### config.mk
export PLATFORM = sky130hd
export DESIGN_NAME = intra4_mode_select
export DESIGN_NICKNAME = d
export VERILOG_FILES = /design/src/rtl/intra_pkg.sv /design/src/rtl/intra4_row_cost.sv /design/src/rtl/intra4_mode_select.sv
export SDC_FILE = /design/constraint.sdc
export NUM_CORES = 2
export LEC_CHECK = 0
export CAP_MARGIN = 20
export CELL_PAD_IN_SITES_DETAIL_PLACEMENT = 0
export CELL_PAD_IN_SITES_GLOBAL_PLACEMENT = 1
export CORE_MARGIN = 5
export CORE_UTILIZATION = 44
export CTS_BUF_LIST = sky130_fd_sc_hd__clkbuf_4 sky130_fd_sc_hd__clkbuf_8 sky130_fd_sc_hd__clkbuf_16
export CTS_CLUSTER_SIZE = 20
export DETAILED_ROUTE_END_ITERATION = 16
export DONT_BUFFER_PORTS = 1
export PLACE_DENSITY = 0.79
export SYNTH_ARGS = -nofsm -noshare
export SYNTH_HDL_FRONTEND = slang
export SYNTH_SLANG_ARGS = --single-unit
export TNS_END_PERCENT = 50
### constraint.sdc
create_clock -name clk -period 22.4 [get_ports clk]
set_input_delay 6.72 -clock clk [delete_from_list [all_inputs] [get_ports clk]]
set_output_delay 6.72 -clock clk [all_outputs]
set_load 0.01 [all_outputs]
### src/rtl/intra_pkg.sv
// Shared definitions for the 4x4 intra blocks: FSM states, pixel layout, cost sizing.
package intra_pkg;

  typedef enum logic [1:0] {IDLE, ACCUM, CMP, OUT} state_t;

  localparam int BLOCK_SIZE_DEF = 4;
  localparam int PIX_COUNT      = BLOCK_SIZE_DEF * BLOCK_SIZE_DEF;

  // LSB of pixel (r,c) in a row-major packed block, r=0 is the top row.
  function automatic int pix_lsb(input int r, input int c, input int bw, input int bs);
    return bw * (r * bs + c);
  endfunction

  // Bits needed to hold a worst-case SSE over npix pixels of bw bits.
  function automatic int sse_cost_width(input int bw, input int npix);
    longint max_px;
    longint max_sum;
    max_px  = (longint'(1) << bw) - 1;
    max_sum = longint'(npix) * max_px * max_px;
    return $clog2(max_sum + 1);
  endfunction

endpackage

### src/rtl/intra4_row_cost.sv
// Combinational distortion of one row of pixel pairs: SSE by default,
// SAD when INTRA4_SAD_METRIC_EN is defined.
module intra4_row_cost #(
  parameter int BIT_WIDTH  = 8,
  parameter int BLOCK_SIZE = 4,
  parameter int COST_WIDTH = 20
) (
  input  logic [BIT_WIDTH*BLOCK_SIZE-1:0] src_row,
  input  logic [BIT_WIDTH*BLOCK_SIZE-1:0] pred_row,
  output logic [COST_WIDTH-1:0]           row_cost
);

  logic [COST_WIDTH-1:0] term [BLOCK_SIZE];

  for (genvar gi = 0; gi < BLOCK_SIZE; gi++) begin : g_pix
    logic signed [BIT_WIDTH:0] diff;
    logic        [BIT_WIDTH-1:0] mag;

    assign diff = $signed({1'b0, src_row[gi*BIT_WIDTH +: BIT_WIDTH]})
                - $signed({1'b0, pred_row[gi*BIT_WIDTH +: BIT_WIDTH]});
    // |diff| always fits BIT_WIDTH bits, so squaring it gives exactly 2*BIT_WIDTH bits.
    assign mag  = diff[BIT_WIDTH] ? BIT_WIDTH'(-diff) : BIT_WIDTH'(diff);

`ifdef INTRA4_SAD_METRIC_EN
    assign term[gi] = COST_WIDTH'(mag);
`else
    logic [2*BIT_WIDTH-1:0] sq;
    assign sq       = mag * mag;
    assign term[gi] = COST_WIDTH'(sq);
`endif
  end

  always_comb begin
    row_cost = '0;
    for (int i = 0; i < BLOCK_SIZE; i++) begin
      row_cost = row_cost + term[i];
    end
  end

endmodule

### src/rtl/intra4_mode_select.sv
// Picks the lowest-cost 4x4 intra candidate of a group and emits its mode, cost and block.
// Cost metric chosen in intra4_row_cost via INTRA4_SAD_METRIC_EN (SAD) or default SSE.
module intra4_mode_select
  import intra_pkg::*;
#(
  parameter int BIT_WIDTH  = 8,
  parameter int BLOCK_SIZE = 4,
  parameter int MODE_WIDTH = 4,
  parameter int COST_WIDTH = 20
) (
  input  logic                                     clk,
  input  logic                                     rst,
  input  logic                                     in_valid,
  output logic                                     in_ready,
  input  logic                                     in_last,
  input  logic [MODE_WIDTH-1:0]                    in_mode,
  input  logic [BIT_WIDTH*BLOCK_SIZE*BLOCK_SIZE-1:0] src,
  input  logic [BIT_WIDTH*BLOCK_SIZE*BLOCK_SIZE-1:0] pred,
  output logic                                     out_valid,
  input  logic                                     out_ready,
  output logic [MODE_WIDTH-1:0]                    out_mode,
  output logic [COST_WIDTH-1:0]                    out_cost,
  output logic [BIT_WIDTH*BLOCK_SIZE*BLOCK_SIZE-1:0] out_pred
);

  localparam int BLK_W  = BIT_WIDTH * BLOCK_SIZE * BLOCK_SIZE;
  localparam int ROW_W  = BIT_WIDTH * BLOCK_SIZE;
  localparam int ROW_CW = (BLOCK_SIZE > 1) ? $clog2(BLOCK_SIZE) : 1;
  localparam logic [ROW_CW-1:0] LAST_ROW = ROW_CW'(BLOCK_SIZE - 1);

  state_t                state_q;
  logic [BLK_W-1:0]      src_q, pred_q, best_pred_q, out_pred_q;
  logic [MODE_WIDTH-1:0] mode_q, best_mode_q, out_mode_q;
  logic [COST_WIDTH-1:0] acc_q, best_cost_q, out_cost_q;
  logic [ROW_CW-1:0]     row_q;
  logic                  last_q, first_q, in_ready_q, out_valid_q;

  logic [ROW_W-1:0]      src_row, pred_row;
  logic [COST_WIDTH-1:0] row_cost, acc_d;
  logic                  take_d;
  int                    row_base;

  always_comb begin
    row_base = pix_lsb(int'(row_q), 0, BIT_WIDTH, BLOCK_SIZE);
    src_row  = src_q[row_base +: ROW_W];
    pred_row = pred_q[row_base +: ROW_W];
    acc_d    = acc_q + row_cost;
    // Strict compare: on a tie the earlier candidate stays best.
    take_d   = first_q || (acc_q < best_cost_q);
  end

  intra4_row_cost #(
    .BIT_WIDTH  (BIT_WIDTH),
    .BLOCK_SIZE (BLOCK_SIZE),
    .COST_WIDTH (COST_WIDTH)
  ) u_row_cost (
    .src_row  (src_row),
    .pred_row (pred_row),
    .row_cost (row_cost)
  );

  always_ff @(posedge clk or posedge rst) begin
    if (rst) begin
      state_q     <= IDLE;
      src_q       <= '0;
      pred_q      <= '0;
      mode_q      <= '0;
      last_q      <= 1'b0;
      acc_q       <= '0;
      row_q       <= '0;
      first_q     <= 1'b1;
      best_mode_q <= '0;
      best_cost_q <= '0;
      best_pred_q <= '0;
      in_ready_q  <= 1'b0;
      out_valid_q <= 1'b0;
      out_mode_q  <= '0;
      out_cost_q  <= '0;
      out_pred_q  <= '0;
    end else begin
      case (state_q)
        IDLE: begin
          if (in_valid && in_ready_q) begin
            src_q      <= src;
            pred_q     <= pred;
            mode_q     <= in_mode;
            last_q     <= in_last;
            acc_q      <= '0;
            row_q      <= '0;
            in_ready_q <= 1'b0;
            state_q    <= ACCUM;
          end else begin
            in_ready_q <= 1'b1;
          end
        end
        ACCUM: begin
          acc_q <= acc_d;
          row_q <= row_q + 1'b1;
          if (row_q == LAST_ROW) state_q <= CMP;
        end
        CMP: begin
          first_q <= 1'b0;
          if (take_d) begin
            best_mode_q <= mode_q;
            best_cost_q <= acc_q;
            best_pred_q <= pred_q;
          end
          if (last_q) begin
            out_valid_q <= 1'b1;
            out_mode_q  <= take_d ? mode_q : best_mode_q;
            out_cost_q  <= take_d ? acc_q  : best_cost_q;
            out_pred_q  <= take_d ? pred_q : best_pred_q;
            state_q     <= OUT;
          end else begin
            in_ready_q <= 1'b1;
            state_q    <= IDLE;
          end
        end
        OUT: begin
          if (out_ready) begin
            out_valid_q <= 1'b0;
            first_q     <= 1'b1;
            in_ready_q  <= 1'b1;
            state_q     <= IDLE;
          end
        end
        default: state_q <= IDLE;
      endcase
    end
  end

  assign in_ready  = in_ready_q;
  assign out_valid = out_valid_q;
  assign out_mode  = out_mode_q;
  assign out_cost  = out_cost_q;
  assign out_pred  = out_pred_q;

endmodule

==> Word-level counts from Yosys, hierarchy flattened <==
Index checks and enable logic that the tools add are counted.
{ "word_totals": {"mem_count": 0, "word_cells": 82, "mem_bits_ro": 0, "in_bits": 265, "ramBits": 0, "register_bits": 592, "latch_bits": 0} }
{ "op_classes": {"addsub": 13, "bitwise": 0, "order_cmp": 1, "n_mul": 4, "shift": 2, "eq_ne": 9, "n_div": 0, "reduce_logical": 13, "mux": 24} }
{ "op_table": {"columns": ["operator", "n"], "rows": [
  ["indexed part select 128 x 8 -> 32 bit", 2],
  ["2-to-1 mux 128 bit", 1],
  ["multiplier 8 x 8 -> 16 bit", 4],
  ["adder 20 x 16 -> 20 bit", 2],
  ["2-to-1 mux 20 bit", 2],
  ["case mux 20 bit (2 select lines)", 1],
  ["subtractor 8 x 8 -> 9 bit", 4],
  ["2-to-1 mux 8 bit", 4],
  ["negator 8 bit", 4],
  ["adder 20 bit", 1],
  ["less-than comparator 20 bit", 1],
  ["adder 16 x 16 -> 17 bit", 1],
  ["2-to-1 mux 2 bit", 5],
  ["!= test 2 bit, second input constant", 5],
  ["AND reduction 3 bit", 3],
  ["case mux 2 bit (4 select lines)", 1],
  ["AND reduction 2 bit", 4],
  ["equality test 2 bit, second input constant", 3],
  ["2-to-1 mux 1 bit", 5],
  ["2-to-1 mux 4 bit", 1],
  ["case mux 1 bit (2 select lines)", 2],
  ["case mux 2 bit (2 select lines)", 1],
  ["nonzero test 2 bit", 2],
  ["case mux 1 bit (3 select lines)", 1],
  ["6 further kinds", 6]
]} }

==> Longest topological paths before layout <==
{ "logic_depth": {"ltp_word": 10, "ltp_mapped": 56, "depth_no_buf": 52} }

==> Cells and area by module <==
A second synthesis with hierarchy kept.
{ "unflattened": {"cells_unflattened": 3450, "hier_area_um2": 38689.6} }
{ "by_module_without_submodules": {"columns": ["module", "cells_per_inst", "seq_area_each_um2", "n_inst", "area_per_inst_um2"], "rows": [
  ["intra4_mode_select", 2278, 14815.5, 1, 28787.6],
  ["intra4_row_cost", 1172, 0.0, 1, 9902.0]
]} }

==> Worst setup path before layout <==
Ideal clock, no wire load.
{ "synth_timing": {"kind": "register -> register", "from": "register row_q[0]", "to": "register acc_q[17]", "synth_period_minus_slack_ns": 11.945, "stages_incl_launch_ff": 45, "required_ns": 22.317, "slack_ns": 10.455, "arrival_ns": 11.863, "path_cell_list": "dfrtp_1 buf_1 mux4_2 inv_1 ha_1 inv_1 fa_1 a21o_1 a21oi_2 o21bai_1 a211o_1 buf_2 nand2b_1 xor2_1 inv_1 nand2_1 inv_1 fa_1 [... 9 more ...] ha_1 or4_1 a21oi_1 xnor2_1 ha_1 inv_1 fa_1 fa_1 fa_1 fa_1 inv_1 ha_1 nand3_1 o32a_1 a2111oi_0 nor3_1 xor2_1 o21ai_0"} }
{ "synth_via": {"elab_chain_cells": 10, "elab_cells_between_ends": 23, "cone_classes": "add/sub: 12; mul: 4; shift: 2; mux: 5"} }
{ "synth_lines": {"columns": ["element", "line", "source"], "rows": [
  ["start: declaration", "intra4_mode_select.sv:35", "logic [ROW_CW-1:0] row_q;"],
  ["start signal: assignment", "intra4_mode_select.sv:98", "row_q <= row_q + 1'b1;"],
  ["indexed part select 128 x 8 -> 32 bit, on equally long branches", "intra4_mode_select.sv:45, intra4_mode_select.sv:46", null],
  ["subtractor 8 x 8 -> 9 bit", "intra4_row_cost.sv:20", "- $signed({1'b0, pred_row[gi*BIT_WIDTH +: BIT_WIDTH]});"],
  ["negator 8 bit", "intra4_row_cost.sv:22", "assign mag = diff[BIT_WIDTH] ? BIT_WIDTH'(-diff) : BIT_WIDTH'(diff);"],
  ["2-to-1 mux 8 bit", "intra4_row_cost.sv:22", null],
  ["multiplier 8 x 8 -> 16 bit", "intra4_row_cost.sv:28", "assign sq = mag * mag;"],
  ["adder 16 x 16 -> 17 bit", "intra4_row_cost.sv:36", "row_cost = row_cost + term[i];"],
  ["adder 20 x 16 -> 20 bit", "intra4_row_cost.sv:36", null],
  ["adder 20 x 16 -> 20 bit (*)", "intra4_row_cost.sv:36", null],
  ["adder 20 bit (*)", "intra4_mode_select.sv:47", "acc_d = acc_q + row_cost;"],
  ["case mux 20 bit (2 select lines) (*)", "intra4_mode_select.sv:81", "case (state_q)"],
  ["end signal: assignment", "intra4_mode_select.sv:69", "acc_q <= '0;"],
  ["end signal: assignment", "intra4_mode_select.sv:88", "acc_q <= '0;"],
  ["end signal: assignment", "intra4_mode_select.sv:97", "acc_q <= acc_d;"],
  ["end: declaration", "intra4_mode_select.sv:34", "logic [COST_WIDTH-1:0] acc_q, best_cost_q, out_cost_q;"]
]} }
Mark *: on every way between the ends. The rest lies on a longest branch, timed or not.
A chain may end at the register's enable or synchronous reset.

==> Final worst setup path <==
Same ends and word-level chain as after synthesis.

==> metrics.md <==
| Metric | Value |
|---|---|
| Syn_nets | `4333` |
| Detailed Place HPWL | `82800 um` |
| #FFs+latches synth | `592` |
| Post-synth top area share | `38.4%` |
| Largest net degree at the start of global routing | `219` |
| Area grow syn2layout | `8.46%` |
| Worst setup SP type | `flip-flop` |
| Final slew viol count | `0` |
| Number of global-route vias before repair | `27500` |
| Post-CTS Setup Inserts | `0` |
| Core Box Area | `86900 sq um` |
| Fin. Hold Viols | `0` |
| Commonest non-fill, non-tap cell in the layout | `nor3_1` |
| First element of the critical path | `row_q[0]` |
| Ys async rst share | `100%` |
| WL final | `116000 um` |
| DRC violations left | `0` |
| Critical path capture point type | `flip-flop` |
| Maxcap violations | `0` |
| Clock sink total | `592` |
| EDFF count, synth | `0` |
| Max_slew headroom | `18.7%` |
| Top FF cell, synth | `dfrtp_1` |
| PostCTS Resize Cnt | `0` |
| Worst skew pair latency | `640 ps` |
| Hold Crit Start | `src_q[104]` |
| Total gr overflow | `0` |
| Non-Filler Instances | `4809` |
| # rows | `108` |
| # IOs | `419` |
| DP Area | `39400 sq um` |
| Final antenna-violating net count | `0` |
| Wire per inst | `24.0 um` |
| Share of cells above drive strength 1 | `18.9%` |
| Syn. warnings | `0` |
| Outcome | `complete, no violations` |
| Vias | `28100` |
| Mapped Area | `38500 sq um` |
| Gp weighted congestion | `0.902` |
| Port Buffers | `0` |
| DRC violation total after the first TritonRoute iteration | `2218` |
| Initial Utilization | `44.4%` |
| Post-Syn Instances | `3693` |
| Post-CTS Hold Buffers | `0` |
| Sequential fraction of the synthesis area | `38.4%` |
| Reg2Reg Launch Point | `row_q[0]` |
| Clk_skew | `32.0 ps` |
| Total GRT Usage | `24.2%` |
| Avg Cell Area, Syn | `10.4 sq um` |
| WS Path Type | `flip-flop to flip-flop` |
| Period minus WS final | `13610 ps` |
| Worst-path clk slew | `60 ps` |
| Layout net count | `4205` |
| Clock buffer count from CTS | `68` |
| Area contributors post-synth | `dfrtp_1 38%, mux2_2 12%, nor3_1 10%` |
| Antenna violations before repair | `44` |
| Chip Height | `306 um` |
| Critical Path RT | `22940 ps` |
| First-pass GRT wire length | `176000 um` |
| CP max FO | `34` |
| Slowest cell on the critical path | `dfrtp_4` |
| Most frequent cells in the layout | `766 x nor3_1, 589 x dfrtp_1, 415 x mux2_2` |
| # H-tree levels | `3` |
| Most Frequent Cell on Critical Path | `fa_1` |
| TritonCTS clock tree | `done` |
| Final period utilization | `60.8%` |
| Leading area contributor after synthesis | `dfrtp_1` |
| # placed instances | `4650` |
| Slew @ Worst Pin | `1220 ps` |
| DIE AREA | `93600 sq um` |
| Root Driver | `clkbuf_16` |
| Endpoints failing setup | `0` |
| Worst hold slack | `502 ps` |
| Fmax | `73.5 MHz` |
| Synth unique cells | `77` |
| Hold Crit Class | `flip-flop to flip-flop` |
| CTS Buffer Depth | `3` |
| RSZ-0062 raised after global routing | `false` |
| Initial DRT Pass Iterations | `5` |
| CP max stage delay | `830 ps` |
| DR vias/cell | `5.84` |
| Data arrival, critical path | `14150 ps` |
| Die width | `306 um` |
| TNS Setup | `0 ps` |
| Final Cell Area | `41800 sq um` |
==> Yosys cell counts (all sizes together) (11+ instances only) <==
master,instances
dfrtp,591
nand2,58
buf,69
xor2,34
nand2b,22
nor2,144
a21oi,205
o21a,12
mux4,64
fa,186
nor3,767
nor2b,166
inv,345
clkbuf,159
a21o,23
xnor2,47
nand3,11
mux2,415
ha,189
o21ai,63
==> cells by family after synthesis <==
kind of cell,share of synthesized area (%)
and+or+nand+nor,16.0
muxes,16.1
adders and majority gates,15.8
AOI/OAI and AO/OA,5.77
DFF,38.4
buffers and inverters,5.82
xor gates and xnor gates,2.11
==> worst paths after layout <==
check	endpoint	slack [ps]	cells past startpoint
max	acc_q[17]	8790	42
min	src_q[104]	500	1
max reg2reg	acc_q[17]	8790	42
min reg2reg	src_q[104]	500	1
max in group asynchronous	src_q[85]	13680	4
min in group asynchronous	out_pred[66]	6230	2
==> flip-flops by register name (all words and copies together), names as in the netlist, 2 cells and up <==
| name | count |
|---|---|
| out_mode | 4 |
| best_mode_q | 4 |
| mode_q | 4 |
| acc_q | 20 |
| out_cost | 20 |
| best_cost_q | 20 |
| state_q | 2 |
| pred_q | 128 |
| row_q | 2 |
| src_q | 128 |
| out_pred | 128 |
| best_pred_q | 128 |
==> critical path: cells and delay by family, from the launching register on <==
family          cells  cell delay [ps]
buf+inv             9             1120
simple gates        4             1040
xor+xnor            4             1330
fa+ha+maj          15             6420
mux                 1              580
compound gates      9             2080
flops               1              830
==> routing by layer <==
metal | up-vias | part of all wire, % | GRT usage [%]
li1 | 12600 | - | -
met1 | 14200 | 40 | 31.7
met2 | 1057 | 47 | 37.6
met3 | 231 | 8.7 | 6.79
met4 | 14 | 4.6 | 11.2
met5 | - | 0.12 | 0
==> final cells by class <==
type / count / area [sq um]
Antenna cell: 36 / 90.1
Clock buffer: 109 / 2190
Clock inverter: 14 / 136
Fill cell: 7987 / 45100
Inverter: 345 / 1300
Multi-Input combinational cell: 2528 / 21500
Sequential cell: 592 / 14800
Tap cell: 1155 / 1450
Timing Repair Buffer: 30 / 275
==> metrics by stage <==
stage / worst slack [ps] / util [%]
after floorplan: 7610 / -
after global placement: 8940 / 45.3
after detailed placement: 8710 / 45.3
after CTS: 8680 / 48.0
after global routing: 7830 / 48.1
final: 8790 / 48.1
Power is left out: the tool's default activity adds up to more than one toggle a clock period on the data nets, which glitch-free logic cannot reach.
